$ cat src/rtl/saisie_de.sv
// Keypad entry decoder: gathers up to three decimal digits, checks them against the
// supported dice set on ENTER and emits the dice code, echoing typed digits meanwhile.
module saisie_de #(
    parameter int TIMEOUT = 50_000_000
) (
    input  logic       clk,
    input  logic       rst,
    input  logic       key_valid,
    input  logic [3:0] key_code,
    output logic [2:0] dice,
    output logic       dice_valid,
    output logic       error,
    output logic       busy,
    output logic [3:0] ent_unit,
    output logic [3:0] ent_diz,
    output logic [3:0] ent_cent
);

    localparam int TW = (TIMEOUT > 2) ? $clog2(TIMEOUT) : 1;
    localparam logic [TW-1:0] TIMER_LAST = TW'(TIMEOUT - 1);

    localparam logic [0:0] S_IDLE  = 1'b0;
    localparam logic [0:0] S_ENTRY = 1'b1;

    localparam logic [3:0] BLANK     = 4'd15;
    localparam logic [3:0] KEY_ENTER = 4'd10;
    localparam logic [3:0] KEY_CLEAR = 4'd11;

    logic [0:0]    state_reg, state_next;
    logic [1:0]    cnt_reg, cnt_next;
    logic [TW-1:0] timer_reg, timer_next;
    logic [2:0]    dice_reg, dice_next;
    logic          dice_valid_reg, dice_valid_next;
    logic          error_reg, error_next;

    // digit_reg[0] is the newest digit (units), digit_reg[2] the oldest (hundreds)
    logic [3:0] digit_reg  [3];
    logic [3:0] digit_next [3];
    logic [3:0] digit_val  [3];

    logic       key_is_digit;
    logic       key_accepted;
    logic       set_hit;
    logic [2:0] set_code;

    assign key_is_digit = (key_code <= 4'd9);
    assign key_accepted = key_valid && (key_code <= KEY_CLEAR);

    genvar gi;
    generate
        for (gi = 0; gi < 3; gi++) begin : g_digit
            assign digit_val[gi] = (digit_reg[gi] == BLANK) ? 4'd0 : digit_reg[gi];

            always_ff @(posedge clk) begin
                if (rst) begin
                    digit_reg[gi] <= BLANK;
                end else begin
                    digit_reg[gi] <= digit_next[gi];
                end
            end
        end
    endgenerate

    // The set is matched directly on the three BCD digits; blanks count as zero.
    always_comb begin
        set_hit  = 1'b1;
        set_code = 3'd0;
        case ({digit_val[2], digit_val[1], digit_val[0]})
            12'h004: set_code = 3'd0;
            12'h006: set_code = 3'd1;
            12'h008: set_code = 3'd2;
            12'h010: set_code = 3'd3;
            12'h012: set_code = 3'd4;
            12'h020: set_code = 3'd5;
            12'h030: set_code = 3'd6;
            12'h100: set_code = 3'd7;
            default: set_hit  = 1'b0;
        endcase
    end

    always_comb begin
        state_next      = state_reg;
        cnt_next        = cnt_reg;
        timer_next      = timer_reg;
        dice_next       = dice_reg;
        dice_valid_next = 1'b0;
        error_next      = 1'b0;
        for (int i = 0; i < 3; i++) begin
            digit_next[i] = digit_reg[i];
        end

        if (state_reg == S_ENTRY) begin
            timer_next = timer_reg + 1'b1;
        end

        if (key_accepted) begin
            timer_next = '0;
            if (key_is_digit && (cnt_reg != 2'd3)) begin
                digit_next[2] = digit_reg[1];
                digit_next[1] = digit_reg[0];
                digit_next[0] = key_code;
                cnt_next      = cnt_reg + 2'd1;
                state_next    = S_ENTRY;
            end else if (key_code == KEY_ENTER && state_reg == S_IDLE) begin
                error_next = 1'b1;
            end else begin
                // Overflow digit, ENTER from ENTRY, or CLEAR: all end the entry.
                if (key_is_digit) begin
                    error_next = 1'b1;
                end else if (key_code == KEY_ENTER) begin
                    if (set_hit) begin
                        dice_next       = set_code;
                        dice_valid_next = 1'b1;
                    end else begin
                        error_next = 1'b1;
                    end
                end
                cnt_next   = 2'd0;
                state_next = S_IDLE;
                for (int i = 0; i < 3; i++) begin
                    digit_next[i] = BLANK;
                end
            end
        end else if (state_reg == S_ENTRY && timer_reg == TIMER_LAST) begin
            timer_next = '0;
            cnt_next   = 2'd0;
            state_next = S_IDLE;
            for (int i = 0; i < 3; i++) begin
                digit_next[i] = BLANK;
            end
        end
    end

    always_ff @(posedge clk) begin
        if (rst) begin
            state_reg      <= S_IDLE;
            cnt_reg        <= 2'd0;
            timer_reg      <= '0;
            dice_reg       <= 3'd0;
            dice_valid_reg <= 1'b0;
            error_reg      <= 1'b0;
        end else begin
            state_reg      <= state_next;
            cnt_reg        <= cnt_next;
            timer_reg      <= timer_next;
            dice_reg       <= dice_next;
            dice_valid_reg <= dice_valid_next;
            error_reg      <= error_next;
        end
    end

    assign dice       = dice_reg;
    assign dice_valid = dice_valid_reg;
    assign error      = error_reg;
    assign busy       = (state_reg == S_ENTRY);
    assign ent_unit   = digit_reg[0];
    assign ent_diz    = digit_reg[1];
    assign ent_cent   = digit_reg[2];

endmodule

$ cat config.mk
export PLATFORM = sky130hd
export DESIGN_NAME = saisie_de
export DESIGN_NICKNAME = d
export VERILOG_FILES = /design/src/rtl/saisie_de.sv
export SDC_FILE = /design/constraint.sdc
export NUM_CORES = 1
export LEC_CHECK = 0
export CAP_MARGIN = 20
export CORE_MARGIN = 8
export CORE_UTILIZATION = 40
export CTS_BUF_LIST = sky130_fd_sc_hd__clkbuf_4
export CTS_CLUSTER_SIZE = 8
export DETAILED_ROUTE_END_ITERATION = 6
export MAX_ROUTING_LAYER = met4
export SLEW_MARGIN = 20
export SYNTH_ARGS = -nofsm -noshare
export SYNTH_HDL_FRONTEND = slang
export SYNTH_SLANG_ARGS = --single-unit
$ cat constraint.sdc
create_clock -name clk -period 3.95 [get_ports clk]
set_input_delay 0.79 -clock clk [delete_from_list [all_inputs] [get_ports clk]]
set_output_delay 0.79 -clock clk [all_outputs]
set_load 0.01 [all_outputs]
== Word level (Yosys, flattened, before mapping) ==
Memories as Yosys holds them, arrays and structs flattened.
Index checks and enable logic that the tools add are counted.

* Flip-flop bits (word level): 34
* Memory bits (writable): 12
* Input bits: 7
* Output and inout bits: 18
* Word-level logic and storage cells: 74
* Memories: 1

* Add/subtract/negate cells: 2
* $lt $le $gt $ge: 2
* Eq/ne operators: 15
* Muxes and demuxes: 28
* Bitwise logic cells: 9
* Reduce and logical (&&, ||, !) cells: 11

{| class="wikitable"
|+ Memory list
! name !! words !! bits a word !! read ports !! clocked after Yosys merged registers in !! write ports !! line !! RTL
|-
| digit_reg || 3 || 4 || 3 || 0 || 3 || 37 || <nowiki>logic [3:0] digit_reg [3];</nowiki>
|}

{| class="wikitable"
|+ Operators by type and width
! cell !! number
|-
| 12-bit two-way mux || 4
|-
| 26-bit by 1-bit adder with 26-bit output (second input constant) || 1
|-
| 26-bit == test (second input constant) || 1
|-
| 12-bit by 3-bit == test with 1-bit output (second input constant) || 2
|-
| 12-bit by 5-bit == test with 1-bit output (second input constant) || 2
|-
| 12-bit by 6-bit == test with 1-bit output (second input constant) || 2
|-
| 4-bit two-way mux || 6
|-
| 3-bit one-hot mux with 7 select lines || 1
|-
| 4-bit == test (second input constant) || 4
|-
| 1-bit two-way mux || 13
|-
| 12-bit by 4-bit == test with 1-bit output (second input constant) || 1
|-
| 12-bit by 9-bit == test with 1-bit output (second input constant) || 1
|-
| 4-bit <= comparator (second input constant) || 2
|-
| 2-bit two-way mux || 4
|-
| 8-bit OR reduction || 1
|-
| 1-bit NOT || 6
|-
| 6-bit AND reduction || 1
|-
| 3-bit OR reduction || 2
|-
| 6-bit OR reduction || 1
|-
| 1-bit logical AND || 4
|-
| 3-bit != test (second input constant) || 1
|-
| 1-bit bitwise OR || 3
|-
| 2-bit by 1-bit adder with 2-bit output (second input constant) || 1
|-
| 2-bit != test (second input constant) || 1
|-
| 2 further kinds || 2
|}

== Depth between registers and ports, before layout ==
Gate-level depths: netlist of run 1.

* Depth in word-level cells: 9
* Gate-level depth with buffers: 9
* Depth with buffers taken out: 6

== Worst setup path after synthesis of run 1 ==
No wires, ideal clock.

* Path type: input to register
* From: input port key_code[0]
* To: memory digit_reg[2][3]
* Setup time: 0.116 ns
* Arrival: 1.834 ns
* Slack: 2.000 ns
* Cell stages on the path: 5
* Path through: nor4bb_1 -> a31oi_1 -> or2_1 -> buf_4 -> o22a_2

{| class="wikitable"
|+ RTL lines
! element !! line !! RTL
|-
| from (decl) || 9 || <nowiki>input logic [3:0] key_code,</nowiki>
|-
| to (decl) || 37 ||
|}

== Worst setup path in the final report of run 1 ==
* From: register state_reg, in the netlist busy
* To: register state_reg, in the netlist busy

* Word-level cells in the longest chain between the ends: 4

{| class="wikitable"
|+ RTL lines
! element !! line !! RTL
|-
| from (decl) || 29 || <nowiki>logic [0:0] state_reg, state_next;</nowiki>
|-
| from (signal assigned) || 143 || <nowiki>state_reg <= state_next;</nowiki>
|-
| 1-bit NOT || 104 || <nowiki>end else if (key_code == KEY_ENTER && state_reg == S_IDLE) begin</nowiki>
|-
| 1-bit logical AND || 104 ||
|-
| 3-bit != test (no source line) || - ||
|-
| 2-bit AND reduction (no source line) * || - ||
|}

Every way passes the cells marked *; elsewhere a longest branch is shown, timed or not.
A chain may end at the register's enable or synchronous reset.

==> flow_metrics.env, run 1 <==
export IMPL_first_pass_iters=4
export IMPL_critPathArrivalTime_ns=2.62
export IMPL_tns_ns=0
export IMPL_grt_max_degree=28
export IMPL_ctsHtreeMaxLevel=2
export IMPL_clk_path_buf_depth=2
export IMPL_gp_congestion=0.807
export IMPL_grt_pass1_wl_um=7880
export IMPL_r2r_start="busy$_SDFFE_PP0P_"
export IMPL_worst_pin_slew_ns=1.00
export IMPL_cap_viol_max_count=0
export IMPL_ctsResizeCount=0
export IMPL_gr_usage_all_layers=0.118
export IMPL_final_nets=269
export IMPL_fin_crit_sh=0.613
export IMPL_dieArea_mm2=0.00817
export IMPL_fmax_mhz=413
export IMPL_coreArea_mm2=0.00544
export IMPL_synth_area_per_cell_um2=9.22
export IMPL_synth_nets=249
export IMPL_synth_seq_cells=46
export IMPL_die_h_um=90.4
export IMPL_rrSetupSlack_ns=1.53
export IMPL_holdPathStages=2
export IMPL_min_from="cnt_reg[1]$_SDFFE_PP0P_"
export IMPL_start_util=0.407
export IMPL_grt_pass1_vias=1631
export IMPL_place_hpwl_um=3300
export IMPL_cellLeakagePower_nw=0.872
export IMPL_seq_area_um2=921
export IMPL_ys_types=57
export IMPL_syn_instance_count=240
export IMPL_powerDensity_mw_per_mm2=303
export IMPL_drive_gt1_frac=0.0923
export IMPL_largest_register_ffs=26
export IMPL_path_clk_slew_ns=0.12
export IMPL_slew_violations=0
export IMPL_antennaDiodeCount=0
export IMPL_reg2reg_depth=5
export IMPL_path_cells="and4_1, and3_1, a31oi_1, nand2b_1, o21ai_0"
export IMPL_routed_wl_um=4560
export IMPL_fin_crit_ns=2.42
export IMPL_synth_edf_count=0
export IMPL_final_hold_viol_count=0
export IMPL_drt_iter0_drc=111
export IMPL_power_uw=761
export IMPL_multiInputGateArea_mm2=0.00118
export IMPL_io_buffers=24
export IMPL_post_dp_cell_area_mm2=0.00246
export IMPL_synth_ff_type="dfxtp_1"
export IMPL_cp_max_fo=27
export IMPL_grt_overflow=0
export IMPL_syn_to_final_growth_pct=13.4
export IMPL_critPathRequiredTime_ns=4.15
export IMPL_synthArstFlopShare=0
export IMPL_root_buffer="clkbuf_4"
export IMPL_drcViolationCount=0
export IMPL_cts_setup_buffers=0
export IMPL_hold_class="flop to flop"
export IMPL_whs_endpoint="cnt_reg[1]$_SDFFE_PP0P_"
export IMPL_slew_headroom=0.333
export IMPL_antenna_found_initial=0
export IMPL_avgRoutedWirePerCell_um=13.7
export IMPL_r2r_end="busy$_SDFFE_PP0P_"
export IMPL_rsz0062_at_grt="no"
export IMPL_ys_warn_count=0
export IMPL_vias_per_cell=5.26
export IMPL_fin_skew_ns=0.00898
export IMPL_cp_start_kind="flop"
export IMPL_cts_tree="yes"
export IMPL_max_stage_delay_ns=0.73
export IMPL_status="complete, no violations"
export IMPL_clkSinkCount=46
export IMPL_ioPinCount=25
export IMPL_fp_row_count=27
export IMPL_fill_cells=546
export IMPL_die_w_um=90.4
export IMPL_cts_buffers=5
export IMPL_yosysSeqAreaShare=0.416
export IMPL_whs_ns=0.469
export IMPL_fin_area_mm2=0.00251
export IMPL_netlist_area_mm2=0.00221
export IMPL_finalSetupViolCount=0
export IMPL_clk_latency_ns=0.35
export IMPL_ant_nets=0
export IMPL_path_class="flop to flop"
export IMPL_cts_hold_buffers=0
export IMPL_cp_slowest_cell="nand2b_1"
export IMPL_endpoint_kind="flop"
export IMPL_peakVddDrop_v=0.000195
export IMPL_via_count=1746
stage by stage:
step	cells	utilization	setup slack [ns]
final	332	0.461	1.53
after global routing	332	0.461	1.32
after CTS	332	0.461	1.49
after detailed placement	325	0.452	1.25
after global placement	325	0.452	1.20
after floorplan	240	-	2.00
cells by family after synthesis:
logic type,count (synthesis),share of synthesized area
fa+ha+maj,2,0.0113
xor+xnor,22,0.0871
flops,46,0.416
buf+inv,18,0.0486
simple gates,104,0.262
mux,3,0.0141
compound gates,45,0.161
area by class of cell:
| type | instances | area share |
|---|---|---|
| multi-input combinational | 176 | 0.472 |
| timing repair buffer | 24 | 0.0958 |
| clock buffer | 5 | 0.0150 |
| tap | 72 | 0.0359 |
| sequential | 46 | 0.367 |
| clock inverter | 2 | 0.00399 |
| inverter | 7 | 0.0105 |
worst max path at each step:
stage	from	end	slack (ns)
after floorplan	key_code[0]	digit_reg[2][3]$_SDFFE_PP1P_	2.00
after global placement	key_valid	digit_reg[1][3]$_SDFFE_PP1P_	1.20
after detailed placement	key_code[3]	busy$_SDFFE_PP0P_	1.25
after CTS	busy$_SDFFE_PP0P_	busy$_SDFFE_PP0P_	1.49
after global routing	busy$_SDFFE_PP0P_	busy$_SDFFE_PP0P_	1.32
final	busy$_SDFFE_PP0P_	busy$_SDFFE_PP0P_	1.53
layer usage:
metal	vias up	wire, um	global-route usage
li1	900	-	-
met1	814	2420	0.153
met2	25	1950	0.174
met3	7	143	0.0308
met4	0	46	0.0361
met5	-	0	-
layout by cell type, fill, tap and decap left out, types with 3 or more instances in the layout:
| master | n |
|---|---|
| a21oi_1 | 6 |
| a31oi_1 | 3 |
| and3_1 | 3 |
| clkbuf_4 | 5 |
| clkdlybuf4s50_1 | 24 |
| dfxtp_1 | 46 |
| inv_1 | 7 |
| nand2_1 | 15 |
| nand2b_1 | 3 |
| nand3_1 | 8 |
| nand4_1 | 13 |
| nor2_1 | 31 |
| nor3_1 | 4 |
| o21ai_0 | 6 |
| o22a_1 | 10 |
| or3_1 | 3 |
| xnor2_1 | 7 |
| xor2_1 | 15 |
where the power goes:
| group | internal, mW | switching, mW |
|---|---|---|
| registers | 0.471 | 0.0140 |
| logic | 0.0331 | 0.0367 |
| clock network | 0.0643 | 0.142 |
synthesized netlist by cell type, types with 2 or more instances:
cell type  number  area (um2)
nand3_1         8        40.0
buf_6           3        33.8
nor4bb_1        2        20.0
nor4b_1         2        17.5
or3_1           3        18.8
xor2_1         15         131
nor2b_1         2        12.5
nand2b_1        3        18.8
a21oi_1         6        30.0
clkbuf_1        2        7.51
mux2i_1         2        20.0
dfxtp_1        46         921
a31oi_1         3        18.8
nor3_1          4        20.0
or4_1           2        15.0
ha_1            2        25.0
inv_1           7        26.3
o22a_1         10        87.6
a21boi_0        2        15.0
nor2_1         31         116
or2_0           2        12.5
o22a_2          2        20.0
nand4_1        13        81.3
buf_2           2        10.0
or4_4           2        22.5
buf_4           4        30.0
o21a_1          2        15.0
nand2_1        15        56.3
o21ai_0         6        30.0
nor3b_1         2        15.0
xnor2_1         7        61.3
and3_1          3        18.8
worst max-delay path, delay by kind of cell (launching register included):
family | cells | cell delay, ns
simple gates | 3 | 1.38
flops | 1 | 0.60
compound gates | 2 | 0.31
(Power assumes the default switching activity.)
==> run 2: changes to the inputs <==
==> constraint.sdc (replaced) <==
create_clock -name clk -period 2.2 [get_ports clk]
set_input_delay 0.44 -clock clk [delete_from_list [all_inputs] [get_ports clk]]
set_output_delay 0.44 -clock clk [all_outputs]
set_load 0.01 [all_outputs]
==> run 2 against run 1 <==
Via count rose by 6.7%. Sequential power rose by 77%. Register-to-register slack got worse by 1.3 ns. Critical path depth fell by 3. Worst hold slack got worse by 0.0025 ns. Clock power rose by 84%. Combinational power rose by 140%. Wire length rose by 6.9%. Sequential cell count did not move. Sequential share of layout area fell by 2.2 points. Utilization rose by 2.9 points.
==> flow_metrics.env, run 2 (synthesized netlist as in run 1, its figures left out) <==
export IMPL_drive_gt1_frac=0.154
export IMPL_gr_usage_all_layers=0.128
export IMPL_clk_path_buf_depth=2
export IMPL_worst_pin_slew_ns=0.450
export IMPL_grt_max_degree=28
export IMPL_drt_iter0_drc=50
export IMPL_endpoint_kind="output port"
export IMPL_cp_start_kind="flop"
export IMPL_routed_wl_um=4880
export IMPL_r2r_start="digit_reg[2][3]$_SDFFE_PP1P_"
export IMPL_first_pass_iters=4
export IMPL_path_cells="buf_4, clkdlybuf4s50_1"
export IMPL_whs_endpoint="cnt_reg[1]$_SDFFE_PP0P_"
export IMPL_status="complete, no violations"
export IMPL_grtUsageMet3=0.0324
export IMPL_mostFrequentLayoutCell="dfxtp_1"
export IMPL_die_h_um=90.4
export IMPL_cp_slowest_cell="clkdlybuf4s50_1"
export IMPL_cts_tree="yes"
export IMPL_r2r_end="dice[0]$_SDFFE_PP0P_"
export IMPL_ant_nets=0
export IMPL_clk_latency_ns=0.35
export IMPL_grt_pass1_vias=1767
export IMPL_fin_crit_ns=2.02
export IMPL_final_hold_viol_count=0
export IMPL_max_stage_delay_ns=0.53
export IMPL_cap_viol_max_count=0
export IMPL_critPathRequiredTime_ns=1.76
export IMPL_holdPathStages=2
export IMPL_fmax_mhz=495
export IMPL_antenna_found_initial=0
export IMPL_path_class="flop to output port"
export IMPL_avgRoutedWirePerCell_um=13.9
export IMPL_path_clk_slew_ns=0.12
export IMPL_finalSetupViolCount=0
export IMPL_gp_congestion=0.842
export IMPL_layout_setup_ws_ns=0.181
export IMPL_cellLeakagePower_nw=0.962
export IMPL_busiest_layer="met2"
export IMPL_coreArea_mm2=0.00544
export IMPL_dp_slack_ns=-0.0583
export IMPL_syn_to_final_growth_pct=20.6
export IMPL_start_util=0.407
export IMPL_reg2reg_depth=6
export IMPL_fp_row_count=27
export IMPL_place_hpwl_um=3640
export IMPL_critPathBufInv=2
export IMPL_met2_usage=0.198
export IMPL_slew_violations=0
export IMPL_antennaDiodeCount=0
export IMPL_hold_class="flop to flop"
export IMPL_powerDensity_mw_per_mm2=527
export IMPL_cp_max_fo=8
export IMPL_layout_common_cells="dfxtp_1, nor2_1, clkdlybuf4s50_1"
export IMPL_io_buffers=24
export IMPL_largest_register_ffs=26
export IMPL_critPathArrivalTime_ns=1.58
export IMPL_rsz0062_at_grt="no"
export IMPL_final_cells=351
export IMPL_min_from="cnt_reg[1]$_SDFFE_PP0P_"
export IMPL_ioPinCount=25
export IMPL_grt_overflow=0
export IMPL_cts_buffers=5
export IMPL_slew_headroom=0.700
export IMPL_peakVddDrop_v=0.000277
export IMPL_grt_pass1_wl_um=8560
export IMPL_cts_setup_buffers=0
export IMPL_ctsResizeCount=0
export IMPL_fill_cells=547
export IMPL_die_w_um=90.4
export IMPL_placed_cells=344
export IMPL_root_buffer="clkbuf_4"
export IMPL_path_depth=2
export IMPL_clkSinkCount=46
export IMPL_rrSetupSlack_ns=0.23
export IMPL_vias_per_cell=5.31
export IMPL_grtUsageMet1=0.162
export IMPL_final_nets=288
export IMPL_fin_skew_ns=0.0188
export IMPL_crit_family="buffers and inverters"
export IMPL_via_count=1863
export IMPL_fin_crit_sh=0.918
export IMPL_drcViolationCount=0
export IMPL_ctsHtreeMaxLevel=2
export IMPL_cts_hold_buffers=0
export IMPL_dieArea_mm2=0.00817
run 2: cell count changes in the layout (fill, tap and decap cells not counted), sizes merged:
cell,before,now
clkinv,2,0
buf,0,19
clkinvlp,0,1
clkbuf,5,6
run 2: worst max path at each step:
stage,start,slack (ns),end
2_1_floorplan,busy$_SDFFE_PP0P_,0.28,digit_reg[2][3]$_SDFFE_PP1P_
3_3_place_gp,key_valid,-0.04,digit_reg[1][3]$_SDFFE_PP1P_
3_5_place_dp,key_valid,-0.06,digit_reg[2][3]$_SDFFE_PP1P_
4_1_cts,digit_reg[0][1]$_SDFFE_PP1P_,0.16,ent_unit[1]
5_1_grt,timer_reg[6]$_SDFFE_PP0P_,0.05,digit_reg[2][2]$_SDFFE_PP1P_
6_report,digit_reg[0][1]$_SDFFE_PP1P_,0.18,ent_unit[1]
run 2: metal layers:
metal,up-vias,part of all wire
li1,942,-
met1,885,0.49
met2,30,0.46
met3,6,0.042
met4,0,0.011
met5,-,0
run 2: final cells by class:
type	count	area, um2	area share
well taps	72	90.1	0.0338
clock inverters	1	7.51	0.00281
flip-flops and latches	46	921	0.345
inverters	7	26.3	0.00985
repair buffers	43	395	0.148
clock buffers	6	45.0	0.0169
multi-input cells	176	1180	0.444
run 2: through the flow:
step | setup TNS (ns) | area, um2 | util | power [mW] | hold WS [ns]
floorplan | 0 | 2210 | - | 0.973 | 0.433
global placement | -0.240 | 2620 | 0.481 | 1.04 | 0.442
detailed placement | -0.485 | 2620 | 0.481 | 1.04 | 0.452
CTS | 0 | 2670 | 0.491 | 1.43 | 0.471
global route | 0 | 2670 | 0.491 | 1.48 | 0.499
finish | 0 | 2670 | 0.491 | 1.41 | 0.466
run 2: worst register-to-register path: stages, from the launching register on:
cell and delay (ns):
dfxtp_1 0.36, or4_1 0.54, a22oi_2 0.28, a41o_1 0.22, a31oi_1 0.08, a21oi_2 0.24
mux2i_1 0.19
run 2: where the power goes:
| group | switching [mW] | internal, mW | total (mW) |
|---|---|---|---|
| registers | 0.0134 | 0.845 | 0.858 |
| logic | 0.0861 | 0.0809 | 0.167 |
| clock network | 0.248 | 0.132 | 0.380 |
==> run 3: changes to the inputs <==
--- a/config.mk
+++ b/config.mk
@@ -11,6 +11,7 @@
 export CTS_BUF_LIST = sky130_fd_sc_hd__clkbuf_4
 export CTS_CLUSTER_SIZE = 8
 export DETAILED_ROUTE_END_ITERATION = 6
+export GPL_TIMING_DRIVEN = 0
 export MAX_ROUTING_LAYER = met4
 export SLEW_MARGIN = 20
 export SYNTH_ARGS = -nofsm -noshare
==> run 3 against run 2 <==
Total power increased by 8.8%. Via count decreased by 4.1%. Clock power increased by 36%. Sequential power about the same. Utilization decreased by 0.76 points. Critical path depth increased by 4. Clock skew decreased by 0.0027 ns. Worst hold slack got worse by 0.20 ns. Sequential share of layout area increased by 0.54 points. Non-clock buffer count decreased by 9. Combinational power decreased by 8%. Critical path type is now flop to flop.
==> flow_metrics.env, run 3 (synthesized netlist as in run 1, its figures left out) <==
export IMPL_whs_ns=0.263
export IMPL_fill_cells=522
export IMPL_grt_max_degree=15
export IMPL_ioPinCount=25
export IMPL_finalSetupViolCount=0
export IMPL_die_w_um=90.4
export IMPL_path_class="flop to flop"
export IMPL_clk_latency_ns=0.35
export IMPL_critPathRequiredTime_ns=2.50
export IMPL_min_from="rst"
export IMPL_antenna_found_initial=0
export IMPL_fin_crit_sh=0.942
export IMPL_cts_buffers=5
export IMPL_slew_headroom=0.700
export IMPL_start_util=0.407
export IMPL_status="complete, no violations"
export IMPL_avgRoutedWirePerCell_um=14.0
export IMPL_cts_hold_buffers=0
export IMPL_fp_row_count=27
export IMPL_gp_congestion=0.806
export IMPL_cp_start_kind="flop"
export IMPL_holdPathStages=2
export IMPL_drcViolationCount=0
export IMPL_layout_setup_ws_ns=0.128
export IMPL_seq_area_um2=921
export IMPL_place_hpwl_um=3530
export IMPL_fmax_mhz=483
export IMPL_dieArea_mm2=0.00817
export IMPL_fin_area_mm2=0.00263
export IMPL_hold_class="input pin to flop"
export IMPL_rrSetupSlack_ns=0.13
export IMPL_critPathArrivalTime_ns=2.37
export IMPL_syn_to_final_growth_pct=18.8
export IMPL_vias_per_cell=5.21
export IMPL_cap_viol_max_count=0
export IMPL_cts_tree="yes"
export IMPL_fin_skew_ns=0.0162
export IMPL_reg2reg_depth=6
export IMPL_post_dp_cell_area_mm2=0.00253
export IMPL_gr_usage_all_layers=0.126
export IMPL_mostFrequentLayoutCell="dfxtp_1"
export IMPL_drive_gt1_frac=0.137
export IMPL_drt_iter0_drc=78
export IMPL_worst_pin_slew_ns=0.446
export IMPL_endpoint_kind="flop"
export IMPL_fin_crit_ns=2.07
export IMPL_power_mw=1.53
export IMPL_die_h_um=90.4
export IMPL_path_clk_slew_ns=0.14
export IMPL_slew_violations=0
export IMPL_final_hold_viol_count=0
export IMPL_final_nets=279
export IMPL_routed_wl_um=4800
export IMPL_path_cells="or4_4, a221oi_2, a41o_1, a31oi_1, a21oi_2, mux2i_1"
export IMPL_root_buffer="clkbuf_4"
export IMPL_powerDensity_mw_per_mm2=582
export IMPL_r2r_start="digit_reg[1][3]$_SDFFE_PP1P_"
export IMPL_peakVddDrop_v=0.000388
export IMPL_largest_register_ffs=26
export IMPL_cp_slowest_cell="or4_4"
export IMPL_r2r_end="dice[0]$_SDFFE_PP0P_"
export IMPL_multiInputGateArea_mm2=0.00119
export IMPL_grt_pass1_wl_um=8440
export IMPL_cp_max_fo=7
export IMPL_ant_nets=0
export IMPL_cellLeakagePower_nw=0.929
export IMPL_dp_slack_ns=-0.110
export IMPL_via_count=1786
export IMPL_clkSinkCount=46
export IMPL_whs_endpoint="dice[1]$_SDFFE_PP0P_"
export IMPL_clk_path_buf_depth=2
export IMPL_layout_common_cells="dfxtp_1, nor2_1, clkdlybuf4s50_1"
export IMPL_io_buffers=23
export IMPL_coreArea_mm2=0.00544
export IMPL_antennaDiodeCount=0
export IMPL_grt_pass1_vias=1799
export IMPL_grt_overflow=0
export IMPL_first_pass_iters=4
export IMPL_ctsHtreeMaxLevel=2
export IMPL_max_stage_delay_ns=0.57
[run 3: cell types whose count changed in the layout (fill, tap and decap cells not counted), sizes merged]
cell and delta:
clkbuf +1, buf -9, bufinv +1, clkdlybuf4s50 -1
[run 3: routing by layer]
metal / track usage / up-vias / wire length, um
met5: - / - / 0
met4: 0.0416 / 0 / 68
met3: 0.0299 / 8 / 165
met2: 0.196 / 31 / 2170
met1: 0.156 / 823 / 2400
li1: - / 924 / -
[run 3: how the worst max path moves through the flow]
stage	start	to	slack [ns]
6_report	digit_reg[1][3]$_SDFFE_PP1P_	dice[0]$_SDFFE_PP0P_	0.13
5_1_grt	busy$_SDFFE_PP0P_	digit_reg[2][1]$_SDFFE_PP1P_	-0.002
4_1_cts	busy$_SDFFE_PP0P_	timer_reg[4]$_SDFFE_PP0P_	0.09
3_5_place_dp	key_code[1]	digit_reg[2][3]$_SDFFE_PP1P_	-0.11
3_3_place_gp	key_code[3]	digit_reg[2][3]$_SDFFE_PP1P_	-0.11
2_1_floorplan	busy$_SDFFE_PP0P_	digit_reg[2][3]$_SDFFE_PP1P_	0.28
[run 3: stage by stage]
| stage | std cells | setup TNS, ns | utilization |
|---|---|---|---|
| floorplan | 240 | 0 | - |
| global placement | 335 | -0.812 | 0.466 |
| detailed placement | 335 | -0.860 | 0.466 |
| CTS | 343 | 0 | 0.481 |
| global route | 343 | -0.00371 | 0.483 |
| finish | 343 | 0 | 0.483 |
[run 3: area by class of cell]
type / instances / share of cell area
well taps: 72 / 0.0343
multi-input cells: 176 / 0.454
flip-flops and latches: 46 / 0.350
plain buffers: 10 / 0.0295
inverters: 7 / 0.0100
repair buffers: 24 / 0.0905
clock inverters: 2 / 0.0143
clock buffers: 6 / 0.0171
[run 3: report_power, final]
part           internal (mW)  switching [mW]  total (mW)  leakage [nW]
combinational         0.0717          0.0821       0.154         0.514
clock                  0.252           0.264       0.516        0.0419
sequential             0.845          0.0136       0.859         0.372
total                   1.17           0.360        1.53         0.929
[run 3: worst max-delay path, delay by kind of cell (launching register included)]
kind	cells	cell delay, ns
AOI/OAI and AO/OA	4	0.87
and+or+nand+nor	1	0.57
DFF	1	0.41
muxes	1	0.19
[run 3: what timing repair did]
item / CTS / global route
hold endpoints to repair: 0 / 0
buffers inserted: 0 / 1
resized for setup: 0 / 2
endpoints found under the setup margin: 0 / 30
